[src/rtl/parity_frame_accum_if.sv]
// Handshake bundle for parity_frame_accum: word input stream and result token output.
// The slave modport is the block itself; the master modport is the surrounding logic
// that supplies words and consumes tokens.
interface parity_frame_accum_if #(
    parameter int WIDTH     = 8,
    parameter int FRAME_LEN = 4
);
    localparam int CW = $clog2(FRAME_LEN + 1);

    logic             in_valid;
    logic             in_ready;
    logic [WIDTH-1:0] in_data;
    logic             in_last;
    logic             odd_mode;
    logic             chk_en;
    logic             chk_bit;
    logic             out_valid;
    logic             out_ready;
    logic             out_parity;
    logic             out_err;
    logic [CW-1:0]    out_len;

    modport slave (
        input  in_valid, in_data, in_last, odd_mode, chk_en, chk_bit, out_ready,
        output in_ready, out_valid, out_parity, out_err, out_len
    );

    modport master (
        output in_valid, in_data, in_last, odd_mode, chk_en, chk_bit, out_ready,
        input  in_ready, out_valid, out_parity, out_err, out_len
    );
endinterface

[src/rtl/parity_frame_accum.sv]
// Streaming parity accumulator. Each accepted word is folded to one parity bit and XORed
// into a running frame parity. A frame closes on in_last or on its FRAME_LEN-th word, after
// which one result token (parity, check error, word count) is held until downstream takes it.
module parity_frame_accum #(
    parameter int WIDTH     = 8,
    parameter int FRAME_LEN = 4
) (
    input  logic                  clk,
    input  logic                  rst_n,
    parity_frame_accum_if.slave   bus
);
    localparam int CW = $clog2(FRAME_LEN + 1);

    typedef enum logic {
        ST_ACC  = 1'b0,
        ST_DONE = 1'b1
    } state_t;

    state_t        r_state;
    state_t        w_state_nxt;
    logic          r_acc;
    logic [CW-1:0] r_cnt;
    logic          r_mode;
    logic          r_parity;
    logic          r_err;
    logic [CW-1:0] r_len;

    logic          w_accept;
    logic          w_emit;
    logic          w_close;
    logic          w_word_par;
    logic          w_mode;
    logic          w_parity;

    // Only the state and reset decide readiness; out_ready never reaches in_ready.
    assign bus.in_ready = rst_n & (r_state == ST_ACC);

    assign w_accept   = bus.in_valid & bus.in_ready;
    assign w_emit     = bus.out_valid & bus.out_ready;
    assign w_close    = w_accept & (bus.in_last | (r_cnt == CW'(FRAME_LEN - 1)));
    assign w_word_par = ^bus.in_data;
    // The first word's odd_mode is not latched yet, so it is used directly.
    assign w_mode     = (r_cnt == '0) ? bus.odd_mode : r_mode;
    assign w_parity   = r_acc ^ w_word_par ^ w_mode;

    assign bus.out_parity = r_parity;
    assign bus.out_err    = r_err;
    assign bus.out_len    = r_len;

    // State register.
    // NOTE: clocked state uses non-blocking assignments so every register samples pre-edge values.
    always_ff @(posedge clk) begin
        if (!rst_n) begin
            r_state <= ST_ACC;
        end else begin
            r_state <= w_state_nxt;
        end
    end

    // Next-state and token-valid decode.
    // NOTE: every output of this block gets a default first, so no path can infer a latch.
    always_comb begin
        w_state_nxt   = r_state;
        bus.out_valid = 1'b0;
        case (r_state)
            ST_ACC: begin
                if (w_close) begin
                    w_state_nxt = ST_DONE;
                end
            end
            ST_DONE: begin
                bus.out_valid = 1'b1;
                if (w_emit) begin
                    w_state_nxt = ST_ACC;
                end
            end
            default: w_state_nxt = ST_ACC;
        endcase
    end

    // Frame datapath: accumulate in ACC, capture the token on close, clear it on emit.
    always_ff @(posedge clk) begin
        if (!rst_n) begin
            r_acc    <= 1'b0;
            r_cnt    <= '0;
            r_mode   <= 1'b0;
            r_parity <= 1'b0;
            r_err    <= 1'b0;
            r_len    <= '0;
        end else if (r_state == ST_ACC) begin
            if (w_close) begin
                // Accumulator is cleared here; it is idle until the token is emitted.
                r_acc    <= 1'b0;
                r_cnt    <= '0;
                r_parity <= w_parity;
                r_err    <= bus.chk_en & (w_parity != bus.chk_bit);
                r_len    <= r_cnt + CW'(1);
            end else if (w_accept) begin
                r_acc <= r_acc ^ w_word_par;
                r_cnt <= r_cnt + CW'(1);
                if (r_cnt == '0) begin
                    r_mode <= bus.odd_mode;
                end
            end
        end else if (w_emit) begin
            r_parity <= 1'b0;
            r_err    <= 1'b0;
            r_len    <= '0;
        end
    end
endmodule

[src/flat_wrapper.sv]
// flat-port wrapper written by rule: the top's interface ports become plain ports
module parity_frame_accum_flat 
#(
    parameter int WIDTH     = 8,
    parameter int FRAME_LEN = 4
)
  (clk, rst_n, bus_in_valid, bus_in_data, bus_in_last, bus_odd_mode, bus_chk_en, bus_chk_bit, bus_out_ready, bus_in_ready, bus_out_valid, bus_out_parity, bus_out_err, bus_out_len);
  parity_frame_accum_if #(.WIDTH(WIDTH), .FRAME_LEN(FRAME_LEN)) bus_i ();
  input  logic clk;
  input  logic rst_n;
  input wire logic [$bits(bus_i.in_valid)-1:0] bus_in_valid;
  input wire logic [$bits(bus_i.in_data)-1:0] bus_in_data;
  input wire logic [$bits(bus_i.in_last)-1:0] bus_in_last;
  input wire logic [$bits(bus_i.odd_mode)-1:0] bus_odd_mode;
  input wire logic [$bits(bus_i.chk_en)-1:0] bus_chk_en;
  input wire logic [$bits(bus_i.chk_bit)-1:0] bus_chk_bit;
  input wire logic [$bits(bus_i.out_ready)-1:0] bus_out_ready;
  output wire logic [$bits(bus_i.in_ready)-1:0] bus_in_ready;
  output wire logic [$bits(bus_i.out_valid)-1:0] bus_out_valid;
  output wire logic [$bits(bus_i.out_parity)-1:0] bus_out_parity;
  output wire logic [$bits(bus_i.out_err)-1:0] bus_out_err;
  output wire logic [$bits(bus_i.out_len)-1:0] bus_out_len;
  assign bus_i.in_valid = bus_in_valid;
  assign bus_i.in_data = bus_in_data;
  assign bus_i.in_last = bus_in_last;
  assign bus_i.odd_mode = bus_odd_mode;
  assign bus_i.chk_en = bus_chk_en;
  assign bus_i.chk_bit = bus_chk_bit;
  assign bus_i.out_ready = bus_out_ready;
  assign bus_in_ready = bus_i.in_ready;
  assign bus_out_valid = bus_i.out_valid;
  assign bus_out_parity = bus_i.out_parity;
  assign bus_out_err = bus_i.out_err;
  assign bus_out_len = bus_i.out_len;
  parity_frame_accum #(.WIDTH(WIDTH), .FRAME_LEN(FRAME_LEN)) u_core (.clk(clk), .rst_n(rst_n), .bus(bus_i));
endmodule
[config.mk]
export PLATFORM = sky130hd
export DESIGN_NAME = parity_frame_accum_flat
export DESIGN_NICKNAME = d
export VERILOG_FILES = /design/src/rtl/parity_frame_accum_if.sv /design/src/rtl/parity_frame_accum.sv /design/src/flat_wrapper.sv
export SDC_FILE = /design/constraint.sdc
export NUM_CORES = 1
export LEC_CHECK = 0
export CAP_MARGIN = 20
export CORE_MARGIN = 1.5
export CORE_UTILIZATION = 25
export DETAILED_ROUTE_END_ITERATION = 8
export MAX_ROUTING_LAYER = met4
export PLACE_DENSITY = 0.58
export RECOVER_POWER = 25
export SLEW_MARGIN = 30
export SYNTH_ARGS = -nofsm -noshare
export SYNTH_HDL_FRONTEND = slang
export SYNTH_SLANG_ARGS = --single-unit
[constraint.sdc]
create_clock -name clk -period 2.55 [get_ports clk]
set_clock_uncertainty 0.2 [all_clocks]
set_input_delay 0.6375 -clock clk [delete_from_list [all_inputs] [get_ports clk]]
set_output_delay 0.6375 -clock clk [all_outputs]
set_load 0.1 [all_outputs]
==> key figures <==
Hold path
  • Hold path endpoint: u_core.bus.out_err
  • HP Start: u_core.bus.out_err
  • Hold depth: 2
  • HP Class: reg2reg

Global routing
  • Met2 usage: 18.5%
  • Largest net degree at the start of global routing: 12
  • Initial antenna violation count: 0
  • Vias in the first global route: just over 500
  • Overall routing resource usage: 11.7%
  • Overflow after GRT: 0
  • Met3 Usage GRT: 6.21%
  • First-pass GRT wire length: 2210 um
  • Most Crowded Layer GR: met2
  • M1 GR Usage: 11.9%

Worst setup path
  • Kind of critical path: in2out
  • Req. time, crit path: 1710 ps
  • R2R Setup Slk: between 500 and 600 ps
  • Critical Path Fanout Max: 5
  • Buffers and inverters on the worst path: 2
  • CP endpoint kind: output port
  • RR Startpoint: u_core.r_cnt[0]
  • Critical R2R Capture: u_core.bus.out_err
  • CP delay by family, top: buffers and inverters
  • Crit path launch type: input pin
  • CP Depth: 3
  • Crit path DAT: 1570 ps
  • CP peak stage delay: 530 ps
  • Reg2reg path depth: 7
  • CP Cell Sequence: clkdlybuf4s50_1, nor2b_2, buf_12
  • Slowest stage cell on the critical path: clkdlybuf4s50_1

Floorplanning
  • Core area: about 2300 sq um
  • Rows: 17
  • Overall die area: 2810 sq um
  • Starting Density: 27.2%
  • I/O pin cnt: 23
  • Die H: 53.0 um
  • Die W: 53.0 um

STA
  • Least-Margin Pin Slew: 665 ps
  • Post-layout min period: between 2000 and 2500 ps
  • Fin. max-slew vios: 0
  • F_max: between 400 and 500 MHz
  • Final hold violation count: 0
  • Rel. slew slack: 55.3%
  • Setup_tns: 0 ps
  • Final period utilization: 94.4%
  • RSZ-0062 raised after global routing: no
  • Worst Slack Setup Final: 143 ps
  • Setup violators final: 0

Routing
  • Vias per inst: 4.40
  • DR iter-0 viols: 5
  • Drt first pass iters: 2
  • Post-route ant nets: 0
  • Wirelength per Cell: 10.1 um
  • Total number of vias: 541
  • Final wirelength: roughly 1200 um
  • Drt drc: 0

Flow run
  • Max_cap viols: 0

Placement
  • Post-DP HPWL: 981 um
  • RePlAce Congestion: 0.769
  • Placement Setup Slack: about 74 ps
  • IO buf count: 22
  • Placed Instances: 119
  • DP Area: 901 sq um

Finish
  • Final #Nets: 115
  • Non-filler cells, final: 123
  • Layout cell share with drive strength beyond 1: 17.9%
  • P&R area growth vs syn: 46.6%
  • Antenna fix cells: 0
  • Final Cell Area: 917 sq um

Synth
  • Net Count, Synth: 86
  • Avg Inst Size Synth: 9.34 sq um
  • Mapped Cells: 67
  • Yosys reg bits: 11
  • Part of the Yosys area used for sequential elements: between 30% and 40%
  • Ys Warns: 0
  • Synthesized area: 626 sq um
  • Synth cell types: 25

Clock network
  • Post-CTS Hold Buffers: 0
  • Sink Count: 11
  • Post-CTS Setup Repair Bufs: 0
  • Worst-path clk slew: 70 ps
  • Worst-Skew Late Latency: 270 ps
  • CTS tree: yes
  • Bufs on Longest Clock Path: 2
  • Clock Tree Root: clkbuf_4
  • CTS H-tree lvls: 1
  • Post-CTS sizing: 0
  • CTS buffer count: 3

Power and ir drop
  • VDD IR max: 0.301 mV
  • PD cells: around 530 nW/um^2
  • Leak pwr: 0.378 nW

Outcome
  • Outcome: finished, final reports clean
[worst max-delay path by stage]
stage | slack [ps] | from | end
finish | 140 | rst_n | bus_in_ready
global route | 90 | rst_n | bus_in_ready
CTS | 140 | rst_n | bus_in_ready
detailed placement | 70 | bus_in_data[7] | u_core.bus.out_err
global placement | 90 | rst_n | u_core.bus.out_len[2]
floorplan | 10 | rst_n | bus_in_ready
[through the flow]
stage / utilization [%] / hold slack [ps] / power [mW]
2_1_floorplan: - / 282 / 0.311
3_3_place_gp: 39.2 / 267 / 0.370
3_5_place_dp: 39.2 / 273 / 0.371
4_1_cts: 40.4 / 287 / 0.498
5_1_grt: 39.9 / 323 / 0.519
6_report: 39.9 / 292 / 0.488
[where the power goes]
group | internal, mW | switching [mW] | total, mW
logic | 0.0891 | 0.0929 | 0.182
clock network | 0.0606 | 0.0606 | 0.121
registers | 0.179 | 0.00540 | 0.185
total | 0.329 | 0.159 | 0.488
[layer usage]
| layer | up-vias | part of all wire [%] |
|---|---|---|
| met3 | 2 | 7.6 |
| met5 | - | 0 |
| met2 | 18 | 47 |
| met4 | 0 | 1.7 |
| met1 | 234 | 44 |
| li1 | 287 | - |
[state kept, by name (all words and copies together) (netlist names)]
name,cells
u_core.r_cnt,3
u_core.bus.out_parity,1
u_core.r_state,1
u_core.r_acc,1
u_core.bus.out_len,3
u_core.bus.out_err,1
u_core.r_mode,1
[Yosys cell counts, drive strengths merged]
library cell | instances | area [sq um]
dfxtp | 11 | 220
xnor2 | 8 | 77.6
and2 | 6 | 37.5
o21ai | 6 | 30.0
nor2b | 5 | 31.3
inv | 4 | 15.0
ha | 3 | 37.5
nand2 | 3 | 11.3
nand3 | 3 | 15.0
clkbuf | 2 | 7.51
mux2i | 2 | 20.0
nand4 | 2 | 12.5
o22ai | 2 | 12.5
a21boi | 1 | 7.51
and3b | 1 | 8.76
nand2b | 1 | 6.26
nand3b | 1 | 7.51
o211a | 1 | 10.0
o211ai | 1 | 7.51
o31ai | 1 | 12.5
or3 | 1 | 6.26
xnor3 | 1 | 22.5
xor2 | 1 | 8.76
[worst reg2reg max path: cells and delay by family (launching register included)]
family | cells | cell delay, ps
fa+ha+maj | 1 | 190
compound gates | 1 | 210
flops | 1 | 390
mux | 1 | 130
simple gates | 1 | 140
xor+xnor | 2 | 550
buf+inv | 1 | 70
[kinds of logic (layout without fill, tap and decap cells)]
logic type      Yosys count  after routing  share of synthesized area (%)
mux                       2              2                           3.20
fa+ha+maj                 3              3                           6.00
flops                    11             11                           35.2
compound gates           12             12                           12.8
buf+inv                   6             34                           3.60
xor+xnor                 10             10                           17.4
simple gates             23             23                           21.8
[cell usage in the layout (no fill, tap or decap), drive strengths merged]
cell type / count
nand4: 2
mux2i: 2
a21boi: 1
xor2: 1
ha: 3
nand2b: 1
nand3b: 1
nor2b: 5
xnor3: 1
xnor2: 8
o21ai: 6
clkdlybuf4s50: 15
inv: 4
and2: 6
o22ai: 2
nand3: 3
clkbuf: 8
o211a: 1
o211ai: 1
o31ai: 1
and3b: 1
buf: 7
nand2: 3
dfxtp: 11
or3: 1
[final cells by class]
cell class                      instances  area, sq um
Clock buffer                            4         26.3
Fill cell                             255         1380
Inverter                                4         15.0
Multi-Input combinational cell         50          385
Sequential cell                        11          220
Tap cell                               28         35.0
Timing Repair Buffer                   26          235
Note: power is estimated with default switching activity, not from simulation.
